[src/rtl/acq_line_sequencer.sv]
// Per-sweep A-line write sequencer for a two-bank ping-pong buffer with DDR2 hand-off.
// Build option: define ACQ_CONTINUOUS_EN to repeat frames without re-arming.
module acq_line_sequencer #(
  parameter int NSAMPLES = 1170,
  parameter int NLINES   = 512
) (
  input  logic        clock,
  input  logic        sclr,
  input  logic        arm,
  input  logic        abort,
  input  logic        trigger,
  input  logic [1:0]  line_ack,
  output logic [10:0] sample_position,
  output logic        wr_en,
  output logic        wr_bank,
  output logic [1:0]  line_ready,
  output logic [9:0]  line_count,
  output logic        frame_done,
  output logic        busy,
  output logic        overrun
);

  localparam logic [10:0] LAST_SAMPLE = 11'(NSAMPLES - 1);
  localparam logic [9:0]  LAST_LINE   = 10'(NLINES - 1);

  typedef enum logic [1:0] {
    S_IDLE,
    S_WAIT_TRIG,
    S_CAPTURE,
    S_HANDOFF
  } state_t;

  state_t      r_state, w_state_next;
  logic        r_trig_d;
  logic        w_rise;
  logic [10:0] r_pos, w_pos_next;
  logic        r_wr_en, w_wr_en_next;
  logic        r_wr_bank, w_wr_bank_next;
  logic [1:0]  r_line_ready, w_line_ready_next;
  logic [9:0]  r_line_count, w_line_count_next;
  logic        r_frame_done, w_frame_done_next;
  logic        r_overrun, w_overrun_next;

  assign w_rise = trigger & ~r_trig_d;

  always_ff @(posedge clock) begin
    if (sclr) begin
      r_state      <= S_IDLE;
      r_trig_d     <= 1'b0;
      r_pos        <= '0;
      r_wr_en      <= 1'b0;
      r_wr_bank    <= 1'b0;
      r_line_ready <= '0;
      r_line_count <= '0;
      r_frame_done <= 1'b0;
      r_overrun    <= 1'b0;
    end else begin
      r_state      <= w_state_next;
      r_trig_d     <= trigger;
      r_pos        <= w_pos_next;
      r_wr_en      <= w_wr_en_next;
      r_wr_bank    <= w_wr_bank_next;
      r_line_ready <= w_line_ready_next;
      r_line_count <= w_line_count_next;
      r_frame_done <= w_frame_done_next;
      r_overrun    <= w_overrun_next;
    end
  end

  always_comb begin
    w_state_next      = r_state;
    w_pos_next        = r_pos;
    w_wr_en_next      = r_wr_en;
    w_wr_bank_next    = r_wr_bank;
    w_line_count_next = r_line_count;
    w_frame_done_next = 1'b0;
    w_overrun_next    = r_overrun;
    // Acks drain in every state; a bank is never acked and set in the same cycle.
    w_line_ready_next = r_line_ready & ~line_ack;

    if (abort) begin
      w_state_next = S_IDLE;
      w_wr_en_next = 1'b0;
      w_pos_next   = '0;
    end else begin
      case (r_state)
        S_IDLE: begin
          // Frame state is cleared at arm so pending flags and overrun survive an abort.
          if (arm) begin
            w_state_next      = S_WAIT_TRIG;
            w_line_count_next = '0;
            w_wr_bank_next    = 1'b0;
            w_overrun_next    = 1'b0;
          end
        end
        S_WAIT_TRIG: begin
          if (w_rise) begin
            if (r_line_ready[r_wr_bank]) begin
              w_overrun_next = 1'b1;
            end else begin
              w_state_next = S_CAPTURE;
              w_pos_next   = '0;
              w_wr_en_next = 1'b1;
            end
          end
        end
        S_CAPTURE: begin
          if (r_pos == LAST_SAMPLE) begin
            w_state_next = S_HANDOFF;
            w_pos_next   = '0;
            w_wr_en_next = 1'b0;
          end else begin
            w_pos_next = r_pos + 11'd1;
          end
        end
        S_HANDOFF: begin
          w_line_ready_next[r_wr_bank] = 1'b1;
          w_wr_bank_next = ~r_wr_bank;
          if (r_line_count == LAST_LINE) begin
            w_frame_done_next = 1'b1;
            w_line_count_next = '0;
`ifdef ACQ_CONTINUOUS_EN
            w_state_next = S_WAIT_TRIG;
`else
            w_state_next = S_IDLE;
`endif
          end else begin
            w_line_count_next = r_line_count + 10'd1;
            w_state_next      = S_WAIT_TRIG;
          end
        end
        default: w_state_next = S_IDLE;
      endcase
    end
  end

  assign sample_position = r_pos;
  assign wr_en           = r_wr_en;
  assign wr_bank         = r_wr_bank;
  assign line_ready      = r_line_ready;
  assign line_count      = r_line_count;
  assign frame_done      = r_frame_done;
  assign overrun         = r_overrun;
  assign busy            = (r_state != S_IDLE);

endmodule

[config.mk]
export PLATFORM = sky130hd
export DESIGN_NAME = acq_line_sequencer
export DESIGN_NICKNAME = d
export VERILOG_FILES = /design/src/rtl/acq_line_sequencer.sv
export SDC_FILE = /design/constraint.sdc
export NUM_CORES = 1
export LEC_CHECK = 0
export ABC_AREA = 1
export ABC_CLOCK_PERIOD_IN_PS = 2100
export BUFFER_PORTS_ARGS = -buffer_cell sky130_fd_sc_hd__buf_2
export CORE_MARGIN = 2
export CORE_UTILIZATION = 55
export CTS_CLUSTER_DIAMETER = 30
export DETAILED_ROUTE_END_ITERATION = 16
export GPL_TIMING_DRIVEN = 0
export PLACE_DENSITY = 0.79
export SKIP_LAST_GASP = 1
export SYNTH_ARGS = -nofsm -noshare
export SYNTH_HDL_FRONTEND = slang
export SYNTH_SLANG_ARGS = --single-unit
[constraint.sdc]
create_clock -name clock -period 2.1 [get_ports clock]
set_input_delay 0.525 -clock clock [delete_from_list [all_inputs] [get_ports clock]]
set_output_delay 0.525 -clock clock [all_outputs]
set_load 0.005 [all_outputs]
* Word-level counts from Yosys, hierarchy flattened *
Index checks and enable logic that the tools add are counted.

storage, ports and cells
  flip-flop bits (word level) = 30
  logic and storage cells = 73
  input bits = 7
  output and inout bits = 28

cells by class
  reduce and logical (&&, ||, !) cells = 13
  equal/unequal tests = 10
  bitwise operators = 8
  magnitude comparators = 2
  muxes and demuxes = 29
  add/subtract/negate cells = 2

operators by type and width
  kind                                                   count
  two-way mux 11 bit                                     3
  case mux 11 bit (2 select lines)                       1
  two-way mux 10 bit                                     2
  case mux 10 bit (2 select lines)                       1
  two-way mux 2 bit                                      6
  adder 11 x 1 -> 11 bit (second input constant)         1
  equality test 11 bit (second input constant)           1
  two-way mux 1 bit                                      11
  adder 10 x 1 -> 10 bit (second input constant)         1
  equality test 10 x 9 -> 1 bit (second input constant)  1
  != test 2 bit (second input constant)                  5
  case mux 2 bit (4 select lines)                        1
  AND reduction 4 bit                                    2
  nonzero test 2 bit                                     4
  case mux 1 bit (2 select lines)                        3
  AND reduction 3 bit                                    2
  AND reduction 5 bit                                    1
  equality test 2 bit (second input constant)            2
  inverter 1 bit                                         4
  OR reduction 3 bit                                     1
  AND 2 bit                                              1
  equality test 2 x 1 -> 1 bit (second input constant)   1
  logical NOT 2 bit                                      1
  < comparator 1 x 2 -> 1 bit (second input constant)    1
  7 further kinds                                        7

* Depth between registers and ports, before layout *
  depth in word-level cells = 7
  gate-level depth with buffers = 10
  gate-level depth less buffers = 10

* Least setup slack after synthesis *
OpenSTA, ideal clock, no wires.

  path type = flip-flop to flip-flop
  from = reg r_state[0]
  to = reg r_line_count[7] (netlist: line_count[7])
  cell stages (with the launch flop) = 10
  path buffers = 0
  setup slack = 531 ps
  data arrival time = 1460 ps
  required time = 1991 ps
  clock period less this slack = 1569 ps
  library setup time = 109 ps
  path through = dfxtp_1 > inv_1 > ha_1 > nor2_2 > nand2_4 > nor2_8 > nand4_4 > xnor2_1 > nand2_1 > inv_1

on the way
  longest elaborated chain between the ends = 3
  elaborated cells between the ends (all ways) = 6
  classes of those cells = eq/ne: 2; mux: 1; reduce/logical: 3

RTL lines
  element                                                                      RTL line  source
  start, declared                                                              33        state_t r_state, w_state_next;
  start signal, assigned                                                       58        r_state <= w_state_next;
  equality test 2 bit / logical NOT 2 bit (equally long branches)              86        case (r_state)
  nonzero test 2 bit (no source line) / != test 2 bit (equally long branches)  n/a
  AND reduction 3 bit (no source line)                                         n/a
  end signal, assigned                                                         64        r_line_count <= w_line_count_next;
  end, declared                                                                40        logic [9:0] r_line_count, w_line_count_next;

Several ways; a longest one is shown, not always the timed one.
A chain may end at the register's enable or synchronous reset.

* Worst setup path in the final report *
  from = reg r_state[0]
  to = out busy

on the way
  longest elaborated chain between the ends = 1

RTL lines
  element             RTL line  source
  nonzero test 2 bit  144       assign busy = (r_state != S_IDLE);
  end, declared       19        output logic busy,

No other way between the ends.

==> impl_metrics.tcl <==
set metrics [dict create \
    dp_hpwl_mm 2.848 \
    grt_pass1_wl_mm 5.920 \
    cts.sinks 30 \
    globalplace.congestion 0.8461 \
    critPathRequiredTime_ns 1.57 \
    netlist_instances 244 \
    final-hold-violation-count 0 \
    synth-seq-cells 30 \
    met2_length_mm 1.683 \
    antenna_found_initial 0 \
    ys_warn_count 0 \
    num_rows 21 \
    firstDrtPassIters 4 \
    crit_family "flip-flops" \
    cpMaxStageDelayCell "dfxtp_1" \
    ant_nets 0 \
    dp_slack_ns 0.3873 \
    crit_start "r_state[0]" \
    cp-end-kind "primary output" \
    syn_to_final_growth_pct 15.62 \
    wl_per_cell_um 10.93 \
    cpMostUsedCell "inv_1" \
    io_buffers 34 \
    io_pins 35 \
    grt_start_max_net_pins 11 \
    skew_ns 0.008271 \
    vias 1603 \
    die_area_um2 3827 \
    tns_ns 0 \
    drcViolationCount 0 \
    worst_setup_path_start_kind "flip-flop" \
    setup_viol 0 \
    drv_cap 0 \
    wl_mm 3.630 \
    fin_nets 300 \
    fin_area_um2 2130 \
    cp_num_cells 4 \
    core_area_um2 3284 \
    holdPathStages 2 \
    drive_above_1_share 0.3112 \
    grt.total_usage 0.2132 \
    diodes 0 \
    htree_levels 2 \
    status "finished clean" \
    dieHeight_um 61.87 \
    multi_input_area_um2 1064 \
    grt_pass1_vias 1400 \
    post_cts_buffers 0 \
    tightestPinTransition_ns 0.2630 \
    initial_core_util 0.5608 \
    cts_resized 0 \
    p_per_area_nw_per_um2 505.0 \
    synthArstFlopShare 0 \
    rrSetupSlack_ns 0.37 \
    yosys-top-cells-area "dfxtp_1 33%, nand2_1 10%, inv_1 6.7%, ha_1 5.4%, nor2_1 4.9%" \
    cpPeakStageDelay_ns 0.42 \
    finish.utilization 0.6484 \
    seq_area_um2 600.6 \
    timing.final.ws_setup_ns 0.3211 \
    gr-total-overflow 0 \
    viasPerCell 4.828 \
    min_path_type "input pin to flip-flop" \
    drt_iter0_markers 84 \
    wl_met3_um 139 \
    dpl_cell_area_um2 2069 \
    rr_worst_depth 9 \
    fmax_mhz 562.1 \
    r2r_end "line_count[6]" \
    fp.dieW_um 61.87 \
    hold_slack_ns 0.4114 \
    hold_buffers 0 \
    period_share 0.8471 \
    synth_top_area_frac 0.3261 \
    rsz0062_at_grt "false" \
    crit_fanout 5 \
    clk_path_buf_depth 2 \
    ir_drop_mv 0.3882 \
    synth.cell_area_um2 1842 \
    fillers 312 \
    endpoint "busy" \
    period_needed_ns 1.779 \
    ys_types 34 \
    wl_met1_mm 1.780 \
    post-synth-top-count-cell "nand2_1" \
    slew_violations 0 \
    synth_edf_count 0 \
    postSynthAreaPerCell_um2 7.548 \
    critPathKind "flip-flop to primary output" \
    critPathBufInv 3 \
    cts_root_buf "clkbuf_4" \
    cts_buffers 5 \
    synth_largest_area_cell "dfxtp_1" \
    highest_layer "met4" \
    p_leak_nw 0.9718 \
    cts.clk_slew.worst_paths_ns 0.10 \
    synth_top_flop_cell "dfxtp_1" \
    synth_commonest_cells "51 x nand2_1, 33 x inv_1, 30 x dfxtp_1, 24 x nor2_1, 17 x nand3_1" \
    synth_nets 259 \
    arrival_ns 1.25 \
    clk_latency_ns 0.32 \
    slew_headroom 0.8241 \
    yosysSeqAreaShare 0.3261 \
    cts_tree "done" \
    crit_path_cell_trace "inv_1, ha_1, inv_1, buf_2" \
    worstReg2RegStart "r_state[0]" \
]
## sequential cells by signal (all words and copies together), names as in the netlist
name             flops
sample_position     11
line_count          10
line_ready           2
r_state              2
frame_done           1
overrun              1
r_trig_d             1
wr_bank              1
wr_en                1
## cell usage in the layout (no fill, tap or decap), types with 4 or more instances in the layout
master    synthesis  final
clkbuf_4          0      5
nor3_1            7      7
nand2_1          51     51
nor2_2            8      8
inv_2             5      5
buf_2             0     34
xor2_1            4      4
nor2_1           24     24
nand2_2           4      4
a21oi_1          10     10
nor2_4            4      4
inv_1            33     33
nand3_2           5      5
ha_1              8      8
dfxtp_1          30     30
nand3_1          17     17
## layout make-up
class / count / share of cell area
Inverter: 40 / 0.07286
Timing Repair Buffer: 34 / 0.07991
Tap cell: 46 / 0.02703
Buffer: 2 / 0.01058
Clock buffer: 7 / 0.02585
Sequential cell: 30 / 0.2820
Clock inverter: 1 / 0.002350
Multi-Input combinational cell: 172 / 0.4994
## per-layer routing
metal  up-vias  global-route usage
met4         0             0.07295
met2        32              0.3353
li1        856                   -
met5         -                   0
met1       713              0.2763
met3         2             0.06832
## worst min-delay path by stage
stage	from	endpoint
global placement	wr_en	wr_en
finish	line_ack[1]	line_ready[1]
global route	line_ack[1]	line_ready[1]
CTS	line_ack[1]	line_ready[1]
detailed placement	wr_en	wr_en
floorplan	wr_en	wr_en
## logic make-up after synthesis
group | synth area share
flip-flops | 0.3261
AO/OA/AOI/OAI | 0.09851
buffers and inverters | 0.09647
AND/OR/NAND/NOR | 0.3961
XOR/XNOR | 0.02853
adder cells (fa/ha/maj) | 0.05435
## per-stage QoR
stage / instances / power [mW]
floorplan: 244 / 0.6949
CTS: 332 / 1.090
finish: 332 / 1.075
detailed placement: 324 / 0.7338
global placement: 324 / 0.7294
global route: 332 / 1.138
## power breakdown
part	total, mW	switching (mW)	internal [mW]
Clock	0.356	0.194	0.162
Sequential	0.587	0.00932	0.578
Combinational	0.133	0.0874	0.0452
No activity file was read; power rests on OpenSTA's default activity.
